==> config.mk <==
export PLATFORM = sky130hd
export DESIGN_NAME = pipe_stage_reg
export DESIGN_NICKNAME = d
export VERILOG_FILES = /design/src/rtl/pipe_stage_reg.sv
export SDC_FILE = /design/constraint.sdc
export NUM_CORES = 1
export LEC_CHECK = 0
export BUFFER_PORTS_ARGS = -buffer_cell sky130_fd_sc_hd__buf_2
export CORE_ASPECT_RATIO = 2
export CORE_MARGIN = 3
export CORE_UTILIZATION = 49
export DETAILED_ROUTE_END_ITERATION = 10
export PLACE_DENSITY_LB_ADDON = 0.1
export SYNTH_ARGS = -nofsm -noshare
export SYNTH_HDL_FRONTEND = slang
export SYNTH_SLANG_ARGS = --single-unit
export TNS_END_PERCENT = 30
==> constraint.sdc <==
create_clock -name clk -period 4.45 [get_ports clk]
set_input_delay 0.89 -clock clk [delete_from_list [all_inputs] [get_ports clk]]
set_output_delay 0.89 -clock clk [all_outputs]
set_load 0.05 [all_outputs]
==> src/rtl/pipe_stage_reg.sv <==
// Pipeline stage register with valid/ready handshake, flush-to-bubble and an idle-cycle counter.
// Define PIPE_SKID_EN to add a second (skid) entry and make in_ready a registered output.
module pipe_stage_reg #(
  parameter int DATA_W = 96,
  parameter int CTRL_W = 16
) (
  input  logic              clk,
  input  logic              rst_n,
  input  logic              flush,
  input  logic              in_valid,
  output logic              in_ready,
  input  logic [DATA_W-1:0] in_data,
  input  logic [CTRL_W-1:0] in_ctrl,
  output logic              out_valid,
  input  logic              out_ready,
  output logic [DATA_W-1:0] out_data,
  output logic [CTRL_W-1:0] out_ctrl,
  output logic [15:0]       bubble_cnt
);

  logic              in_xfer;
  logic [DATA_W-1:0] data_q, data_d;
  logic [CTRL_W-1:0] ctrl_q, ctrl_d;

  assign in_xfer  = in_valid && in_ready;
  assign out_data = data_q;
  assign out_ctrl = ctrl_q;

`ifdef PIPE_SKID_EN
  typedef enum logic [1:0] {ST_EMPTY, ST_FULL, ST_SKID} state_t;

  state_t            state_q, state_d;
  logic              in_ready_q;
  logic [DATA_W-1:0] skid_data_q, skid_data_d;
  logic [CTRL_W-1:0] skid_ctrl_q, skid_ctrl_d;

  // Only flush/reset gate the registered ready; out_ready never reaches in_ready.
  assign in_ready  = in_ready_q && !flush && rst_n;
  assign out_valid = (state_q != ST_EMPTY);

  always_comb begin
    state_d     = state_q;
    data_d      = data_q;
    ctrl_d      = ctrl_q;
    skid_data_d = skid_data_q;
    skid_ctrl_d = skid_ctrl_q;
    if (flush) begin
      state_d     = ST_EMPTY;
      ctrl_d      = '0;
      skid_ctrl_d = '0;
    end else begin
      case (state_q)
        ST_EMPTY: begin
          if (in_xfer) begin
            data_d  = in_data;
            ctrl_d  = in_ctrl;
            state_d = ST_FULL;
          end
        end
        ST_FULL: begin
          if (out_ready) begin
            if (in_xfer) begin
              data_d = in_data;
              ctrl_d = in_ctrl;
            end else begin
              ctrl_d  = '0;
              state_d = ST_EMPTY;
            end
          end else if (in_xfer) begin
            skid_data_d = in_data;
            skid_ctrl_d = in_ctrl;
            state_d     = ST_SKID;
          end
        end
        ST_SKID: begin
          if (out_ready) begin
            data_d      = skid_data_q;
            ctrl_d      = skid_ctrl_q;
            skid_ctrl_d = '0;
            state_d     = ST_FULL;
          end
        end
        default: begin
          state_d     = ST_EMPTY;
          ctrl_d      = '0;
          skid_ctrl_d = '0;
        end
      endcase
    end
  end

  always_ff @(posedge clk) begin
    if (!rst_n) begin
      state_q     <= ST_EMPTY;
      in_ready_q  <= 1'b1;
      data_q      <= '0;
      ctrl_q      <= '0;
      skid_data_q <= '0;
      skid_ctrl_q <= '0;
    end else begin
      state_q     <= state_d;
      in_ready_q  <= (state_d != ST_SKID);
      data_q      <= data_d;
      ctrl_q      <= ctrl_d;
      skid_data_q <= skid_data_d;
      skid_ctrl_q <= skid_ctrl_d;
    end
  end
`else
  logic valid_q, valid_d;
  logic out_xfer;

  assign in_ready  = !flush && rst_n && (!valid_q || out_ready);
  assign out_valid = valid_q;
  assign out_xfer  = valid_q && out_ready;

  always_comb begin
    valid_d = valid_q;
    data_d  = data_q;
    ctrl_d  = ctrl_q;
    if (flush) begin
      valid_d = 1'b0;
      ctrl_d  = '0;
    end else if (in_xfer) begin
      valid_d = 1'b1;
      data_d  = in_data;
      ctrl_d  = in_ctrl;
    end else if (out_xfer) begin
      valid_d = 1'b0;
      ctrl_d  = '0;
    end
  end

  always_ff @(posedge clk) begin
    if (!rst_n) begin
      valid_q <= 1'b0;
      data_q  <= '0;
      ctrl_q  <= '0;
    end else begin
      valid_q <= valid_d;
      data_q  <= data_d;
      ctrl_q  <= ctrl_d;
    end
  end
`endif

  logic [15:0] bubble_cnt_q;

  assign bubble_cnt = bubble_cnt_q;

  // Counts downstream-ready cycles with nothing to give; sticks at all-ones.
  always_ff @(posedge clk) begin
    if (!rst_n) begin
      bubble_cnt_q <= '0;
    end else if (!flush && out_ready && !out_valid && (bubble_cnt_q != 16'hFFFF)) begin
      bubble_cnt_q <= bubble_cnt_q + 16'd1;
    end
  end

endmodule

==> summary.txt, run 1 <==
Commonest non-fill, non-tap cells in the layout = buf_2, nand2_1, dfxtp_1, a21oi_1, nor2_1
Wire per inst = 15.10 um
FF-to-FF path depth = 4
Setup ws final = 1.625 ns
Slowest CP cell = nand2b_1
Mean Syn Cell Area = 8.288 um2
CTS tree = done
Nets = 926
IO Pins = 247
Tightest Pin Transition = 1.355 ns
Pwr Total = 2.957 mW
Number of enable flip-flop cells after synthesis = 0
Final core area utilization = 70.38%
Max Slew Vio Count = 0
Setup crit start kind = primary input
CTS HTree Levels = 4
RSZ-0062 raised after global routing = no
Top_reg_cell synth = dfxtp_1
Period utilization = 63.47%
Top cell type's share of synthesized area = 53.44%
Die Footprint = 11160 um2
Crit-path max cell delay = 0.43 ns
Clock sink count = 129
Max Cap Viol = 0
Setup Fix Bufs, Post-CTS = 0
Remaining global-route overflow = 0
WP depth = 4
Most frequent cell on the critical path = buf_2
Worst-path fanout max = 18
Final setup violation count = 0
Num rows = 50
Worst Path Required = 3.56 ns
Die width = 76.22 um
Clock buffer depth = 2
Yosys cell types = 42
Synth area leader = dfxtp_1
Via density per instance = 5.095
CP endpoint kind = output pin
Vias = 4850
Core area = 9509 um2
Largest net degree at the start of global routing = 113
Most common cell after layout, fill and taps aside = buf_2
Worst path cell trace = buf_2, nand2b_1, nor2_1, buf_2
Clock-pin slew on the worst setup and hold paths = 0.05 ns
Mapped cell area = 4832 um2
Outcome = complete, no violations
Final setup TNS = 0 ns
Placed inst area = 6063 um2
Vias in the first global route = 4709
Initial Utilization = 50.82%
Pwr dens = 441.8 nW/um2
Global Route Usage Sum = 25.46%
Fin. Hold Viols = 0
Number of synthesized register bits = 129
ANT nets after route = 0
Antenna violations before repair = 1
GP Congestion = 0.8784
Slew margin rel. = 9.258%
Seq/Total Area, Yosys = 53.44%
DR pass1 iterations = 5
VDD IR max = 292.2 uV
Ys async rst share = 0%
Fin area = 6693 um2
Max Clk Rate = 0.3540 GHz
Layout cells sized above 1 = 35.32%
Data arrival, critical path = 1.93 ns
Worst path top cell family by delay = simple AND/OR/NAND/NOR gates
# DRC = 0
Critical path launch point = flush
Leading post-synthesis cells by cell area = dfxtp_1, nand2_1, a21oi_1
First-pass GRT wire length = 22880 um
Kind of critical path = in2out
WP buf/inv = 2
Syn nets = 701
Cts-stage hold buffer count = 0
Clock Latency Late Sink = 0.40 ns
Port bufs = 246
Hold/Removal Path Class = reg2reg
Post-cts resize count = 0
Synth warn = 0
R2R Setup Slk = 2.42 ns
Cells after Synth = 583
Tmin final = 2.825 ns
Die Ht = 146.4 um
Area Overhead vs Synth = 38.50%
Post-Route WL = 14370 um
CTS buffer count = 17
Post-DP HPWL = 10350 um
Clock root cell = clkbuf_16
DP Worst Slack = 1.583 ns
Setup Skew = 0.006487 ns
Crit path to = in_ready
RR Endpoint = out_data[41]
Lkg Pwr = 3.027 nW
Worst r2r src = out_valid
Violation count after the first detailed-routing iteration = 243
[cell usage after synthesis (6+ instances only)]
library cell,count
nand2b_1,7
nor2_1,20
nand2_1,206
a21boi_1,12
buf_2,15
a21oi_1,74
dfxtp_1,129
a22oi_1,16
nand3_1,7
nand4_1,6
a21boi_0,16
clkbuf_1,23
[final cells by class]
type,instances,area [um2]
diodes,1,2.502
clock buffers,19,442.9
clock inverters,13,183.9
fillers,843,2816
inverters,1,3.754
multi-input cells,410,2061
flip-flops and latches,129,2582
well taps,130,162.7
repair buffers,249,1254
[through the flow]
step                      instances  hold slack (ns)
after floorplan                 583           0.6740
after global placement          919           0.4388
after detailed placement        919           0.4430
after CTS                       951           0.4515
after global routing            952           0.4706
final                           952           0.4503
[metal layers]
layer | wire length [um] | track usage [%] | vias to the layer above
li1 | - | - | 2403
met1 | 5204 | 27.46 | 2219
met2 | 7812 | 45.11 | 191
met3 | 812 | 6.420 | 37
met4 | 542 | 13.52 | 0
met5 | 0 | 0 | -
[where the power goes]
group | switching, mW | internal (mW) | total, mW
Sequential | 0.0168 | 1.19 | 1.20
Clock | 0.499 | 0.953 | 1.45
Combinational | 0.212 | 0.0878 | 0.300
[kinds of logic after synthesis]
| kind of cell | after synthesis | share of synthesized area, % |
|---|---|---|
| AOI/OAI and AO/OA | 135 | 16.86 |
| adders and majority gates | 1 | 0.2589 |
| buffers and inverters | 44 | 4.272 |
| DFF | 129 | 53.44 |
| muxes | 5 | 1.036 |
| and+or+nand+nor | 269 | 24.13 |
[worst reg2reg max path, cell delays in order (launching register included)]
cell,delay (ns)
dfxtp_1,0.35
nand2b_1,0.17
and3_4,0.94
nand2_1,0.32
a21oi_1,0.17
[how the worst min path moves through the flow]
stage,from,endpoint,slack [ns],cells after the start
final,out_data[61],out_data[61],0.45,2
after global routing,out_data[61],out_data[61],0.47,2
after CTS,out_data[61],out_data[61],0.45,2
after detailed placement,out_data[49],out_data[49],0.44,2
after global placement,out_data[91],out_data[91],0.44,2
after floorplan,out_data[86],out_data[86],0.67,2
[flip-flops by register name, summed over array words and instances, names as in the netlist]
name,flops
out_valid,1
out_data,96
bubble_cnt,16
out_ctrl,16
Power figures use the tool's default switching activity.
==> inputs of run 2 (changes only) <==
CORE_UTILIZATION = 41   (was 49)
clock period = 2.4 ns   (was 4.45 ns; I/O delays follow)
==> run 2 against run 1 <==
Net effect:
- first-iteration DRC count fell by 6.2%
- count of clock-buffer cells in the layout fell by 1
- utilization fell by 11 points
- die area rose by 18%
- sequential share of layout area fell by 0.37 points
- combinational power rose by 90%
- hold slack got worse by 0.14 ns
- routed wire length rose by 0.87%
- non-clock buffer count rose by 5
- register-to-register slack got worse by 1.9 ns
- setup slack got worse by 1.1 ns
- critical path type is now reg2reg
- highest routed layer is now met5
==> summary.txt, run 2 (synthesis results as in run 1) <==
Die width = 82.77 um (+8.6%)
Slew margin rel. = 69.88% (+61 points)
Max reg flops = 96 (unchanged)
First-pass GRT wire length = 22050 um (-3.6%)
Lkg Pwr = 3.052 nW (+0.84%)
Num rows = 55 (+10%)
Global Route Usage Sum = 21.70% (-3.8 points)
Final setup TNS = 0 ns (unchanged)
# DRC = 0 (unchanged)
Fill cells = 1115 (+32%)
Clock sink count = 129 (unchanged)
Post-cts resize count = 0 (unchanged)
Worst-path fanout max = 7 (-11)
IO Pins = 247 (unchanged)
Period utilization = 78.34%
CTS tree = done
Most common cell after layout, fill and taps aside = buf_2
Kind of critical path = reg2reg
Post-Route WL = 14500 um (+0.87%)
VDD IR max = 480.8 uV (+65%)
Pwr Total = 5.279 mW (+79%)
DR pass1 iterations = 4 (-1)
Hold/Removal Path Class = in2reg
Area Overhead vs Synth = 39.85%
Setup Fix Bufs, Post-CTS = 0 (unchanged)
Hold endpoint = out_data[94]
Slowest CP cell = or4_1
Register area = 2582 um2 (unchanged)
Clock Latency Late Sink = 0.40 ns (about the same)
Commonest non-fill, non-tap cells in the layout = buf_2, nand2_1, dfxtp_1, a21oi_1, nor2_1
Vias = 4844 (-0.12%)
Core area = 11420 um2 (+20%)
Data arrival, critical path = 2.21 ns (+0.28 ns)
CTS HTree Levels = 4 (unchanged)
Max Slew Vio Count = 0 (unchanged)
ANT nets after route = 0 (unchanged)
Worst path cell trace = ha_1, and4_1, nand3_1, or4_1, a21oi_1
Post-Layout Cell Count = 968 (+1.7%)
Die Footprint = 13200 um2 (+18%)
Tmin final = 1.880 ns
Clock buffer depth = 2 (unchanged)
Wire per inst = 14.98 um (-0.80%)
Fin area = 6758 um2 (+0.97%)
Worst Path Required = 2.73 ns (-0.83 ns)
Fin. Hold Viols = 0 (unchanged)
Vias in the first global route = 4584 (-2.7%)
RSZ-0062 raised after global routing = no
Outcome = complete, no violations
Port bufs = 246 (unchanged)
Initial Utilization = 42.30% (-8.5 points)
Tightest Pin Transition = 0.4508 ns (-0.9040 ns)
Die Ht = 159.5 um (+8.9%)
Via density per instance = 5.004 (-1.8%)
R2R Setup Slk = 0.52 ns (-1.90 ns)
Setup Skew = 0.01259 ns (+0.006107 ns)
Crit-path max cell delay = 0.47 ns (+0.04 ns)
DP Cell Count = 936 (+1.8%)
Pwr dens = 781.1 nW/um2 (+77%)
RR Endpoint = bubble_cnt[14]
Final setup violation count = 0 (unchanged)
Layout cells sized above 1 = 35.76% (+0.43 points)
Worst r2r src = bubble_cnt[0]
Cts-stage hold buffer count = 0 (unchanged)
Max Cap Viol = 0 (unchanged)
Placed inst area = 6178 um2 (+1.9%)
Clock-pin slew on the worst setup and hold paths = 0.06 ns (about the same)
Hold path depth = 3 (+1)
FF-to-FF path depth = 5 (+1)
CP endpoint kind = register
Clock root cell = clkbuf_16
Post-DP HPWL = 10700 um (+3.4%)
Setup crit start kind = register
Nets = 931 (+0.54%)
Largest net degree at the start of global routing = 74 (-35%)
Multi-input logic area = 2061 um2 (unchanged)
Remaining global-route overflow = 0 (unchanged)
GP Congestion = 0.8537 (-2.8%)
Max Clk Rate = 0.5319 GHz
Hold path start = in_data[94]
CTS buffer count = 17 (unchanged)
Antenna violations before repair = 2 (+1)
Violation count after the first detailed-routing iteration = 228 (-6.2%)
[run 2: cell types whose count changed in the layout (fill, tap and decap cells not counted)]
cell / previous run / this run
clkbuf_1: 1 / 0
clkinv_4: 1 / 2
bufinv_16: 4 / 2
buf_12: 0 / 5
clkinv_2: 3 / 4
[run 2: worst max-delay path, delay by kind of cell, from the launching register on]
family	cells	cell delay, ns
AO/OA/AOI/OAI	1	0.16
flip-flops	1	0.42
AND/OR/NAND/NOR	3	0.99
adder cells (fa/ha/maj)	1	0.24
[run 2: how the worst max path moves through the flow]
stage	start	to	cells past startpoint
2_1_floorplan	flush	in_ready	4
3_3_place_gp	flush	bubble_cnt[14]	5
3_5_place_dp	flush	bubble_cnt[14]	5
4_1_cts	bubble_cnt[0]	bubble_cnt[14]	5
5_1_grt	bubble_cnt[0]	bubble_cnt[14]	5
6_report	bubble_cnt[0]	bubble_cnt[14]	5
[run 2: cell type report]
type                            instances  share of cell area (%)
Clock buffer                           18                   6.499
Antenna cell                            1                 0.03703
Multi-Input combinational cell        410                   30.49
Clock inverter                         13                   2.037
Inverter                                1                 0.05555
Timing Repair Buffer                  254                   20.03
Tap cell                              142                   2.629
Sequential cell                       129                   38.22
[run 2: metal layers]
| metal | track usage [%] | vias to the layer above | part of all wire, % |
|---|---|---|---|
| met5 | 0 | - | 0.048 |
| met2 | 38.71 | 176 | 55 |
| met1 | 21.55 | 2205 | 34 |
| li1 | - | 2417 | - |
| met4 | 11.98 | 2 | 4.1 |
| met3 | 5.946 | 44 | 6.8 |
[run 2: power breakdown]
| group | leakage, nW | total (mW) | switching, mW | internal [mW] |
|---|---|---|---|---|
| clock | 0.278 | 2.48 | 0.927 | 1.55 |
| sequential | 1.05 | 2.23 | 0.0301 | 2.20 |
| combinational | 1.73 | 0.569 | 0.393 | 0.176 |
[run 2: metrics by stage]
step	hold slack (ns)	utilization, %	setup WS (ns)
3_5_place_dp	0.4437	54.09	0.4070
3_3_place_gp	0.4386	54.09	0.4877
6_report	0.3088	59.16	0.5198
5_1_grt	0.2964	59.16	0.3913
2_1_floorplan	0.6005	-	0.2565
4_1_cts	0.2865	59.13	0.5119
==> inputs of run 3 (changes only) <==
CORE_UTILIZATION = 45   (was 41)
clock period = 1.8 ns   (was 2.4 ns; I/O delays follow)
==> run 3 against run 2 <==
Net effect:
- hold slack got worse by 0.12 ns
- via count is 0.64% higher
- critical endpoint is now bubble_cnt[15]
- cell area grew 1.3%
- largest power group unchanged
- largest cell class unchanged
- flip-flop and latch count stayed put
- non-clock buffer count increased by 6
- die area shrank 8.4%
==> summary.txt, run 3 (synthesis results as in run 1) <==
Remaining global-route overflow = 0 (unchanged)
Tmin final = 1.673 ns (-0.2070 ns)
Pwr dens = 1065 nW/um2 (+36%)
Hold endpoint = out_data[1]
RSZ-0062 raised after global routing = no
Setup crit start kind = register
Lkg Pwr = 3.098 nW (+1.5%)
Kind of critical path = reg2reg
Post-DP HPWL = 10630 um (-0.63%)
Crit-path max cell delay = 0.56 ns (+0.09 ns)
Commonest non-fill, non-tap cells in the layout = buf_2, nand2_1, dfxtp_1, a21oi_1, nor2_1
Via density per instance = 5.041 (+0.74%)
CTS HTree Levels = 4 (unchanged)
Outcome = complete, no violations
CTS buffer count = 17 (unchanged)
Nets = 937 (+0.64%)
Period utilization = 92.96% (+15 points)
Vias = 4875 (+0.64%)
Diodes inserted = 0 (-1)
Num rows = 52 (-5.5%)
Hold path start = in_data[1]
Largest net degree at the start of global routing = 67 (-9.5%)
Tightest Pin Transition = 0.4137 ns (-0.03710 ns)
Fin. Hold Viols = 0 (unchanged)
Post-Route WL = 14270 um (-1.6%)
Initial Utilization = 47.01% (+4.7 points)
GP Congestion = 0.9647 (+13%)
DP Worst Slack = 0.03110 ns (-0.3759 ns)
Max Clk Rate = 0.5976 GHz (+12%)
WHS = 0.1899 ns (-0.1188 ns)
Die Ht = 152.5 um (-4.4%)
WP buf/inv = 0 (unchanged)
Fill cells = 936 (-16%)
Clock Latency Late Sink = 0.41 ns (about the same)
DR pass1 iterations = 5 (+1)
CP endpoint kind = register
Area Overhead vs Synth = 41.64%
Most common cell after layout, fill and taps aside = buf_2
Wire per inst = 14.76 um (-1.5%)
Worst-path fanout max = 8 (+1)
Hold path depth = 3 (unchanged)
Violation count after the first detailed-routing iteration = 194 (-15%)
Max Cap Viol = 0 (unchanged)
FF-to-FF path depth = 4 (-1)
Global Route Usage Sum = 23.13% (+1.4 points)
Final setup violation count = 0 (unchanged)
First-pass GRT wire length = 22210 um (+0.75%)
Setup Skew = 0.005196 ns (-0.007399 ns)
Die Footprint = 12090 um2 (-8.4%)
Data arrival, critical path = 1.97 ns (-0.24 ns)
# DRC = 0 (unchanged)
ANT nets after route = 0 (unchanged)
Worst path cell trace = or3b_1, nor4_4, nand4_1, and3b_1
Max reg flops = 96 (unchanged)
Max Slew Vio Count = 0 (unchanged)
CTS tree = done
Hold/Removal Path Class = in2reg
Antenna violations before repair = 0 (-2)
Die width = 79.28 um (-4.2%)
Slew margin rel. = 72.36% (+2.5 points)
R2R Setup Slk = 0.13 ns (-0.39 ns)
Slowest CP cell = or3b_1
Vias in the first global route = 4612 (+0.61%)
VDD IR max = 677.4 uV (+41%)
Clock buffer depth = 2 (unchanged)
Final setup TNS = 0 ns (unchanged)
Setup ws final = 0.1268 ns (-0.3930 ns)
Core area = 10280 um2 (-10%)
Setup Fix Bufs, Post-CTS = 0 (unchanged)
Worst path top cell family by delay = simple AND/OR/NAND/NOR gates
Clock-pin slew on the worst setup and hold paths = 0.05 ns (about the same)
IO Pins = 247 (unchanged)
Clock sink count = 129 (unchanged)
RR Endpoint = bubble_cnt[15]
Clock root cell = clkbuf_16
Port bufs = 246 (unchanged)
Layout cells sized above 1 = 36.54% (+0.78 points)
Worst Path Required = 2.10 ns (-0.63 ns)
Worst r2r src = out_valid
-- run 3: per-stage QoR --
stage	power [mW]	utilization [%]	instances	instance area, um2
3_5_place_dp	3.811	60.48	935	6217
4_1_cts	7.365	66.52	967	6838
2_1_floorplan	3.524	-	583	4835
5_1_grt	7.542	66.58	967	6844
6_report	7.291	66.58	967	6844
3_3_place_gp	3.798	60.48	935	6217
-- run 3: worst reg2reg max path: stages, from the launching register on --
cell     delay, ns
dfxtp_1       0.34
or3b_1        0.56
nor4_4        0.37
nand4_1       0.12
and3b_1       0.17
-- run 3: where the power goes --
group | switching, mW | internal, mW
logic | 0.527 | 0.241
registers | 0.0417 | 2.94
clock network | 1.23 | 2.32
-- run 3: worst max path at each step --
| stage | startpoint | endpoint | cells after the start |
|---|---|---|---|
| after floorplan | flush | in_ready | 4 |
| after global placement | flush | bubble_cnt[15] | 5 |
| after detailed placement | flush | bubble_cnt[15] | 5 |
| after CTS | bubble_cnt[0] | bubble_cnt[14] | 5 |
| after global routing | bubble_cnt[0] | bubble_cnt[14] | 5 |
| final | out_valid | bubble_cnt[15] | 4 |
-- run 3: area by class of cell --
class | instances | area, um2 | share of cell area (%)
clock buffer | 19 | 432.9 | 6.325
clock inverter | 13 | 187.7 | 2.742
inverter | 1 | 3.754 | 0.05484
multi-input combinational | 410 | 2067 | 30.20
sequential | 129 | 2585 | 37.77
tap | 135 | 168.9 | 2.468
timing repair buffer | 260 | 1399 | 20.44
-- run 3: metal layers --
| metal | up-vias | GRT usage (%) | share of wire [%] |
|---|---|---|---|
| li1 | 2418 | - | - |
| met2 | 185 | 42.48 | 55 |
| met5 | - | 0 | 0 |
| met3 | 37 | 5.858 | 5.8 |
| met1 | 2235 | 23.60 | 35 |
| met4 | 0 | 10.98 | 3.7 |
-- run 3: what timing repair did --
action / CTS / global route
gates resized for setup: 0 / 2
setup endpoints to repair: 0 / 1
hold endpoints to repair: 0 / 0
hold buffers: 0 / 0
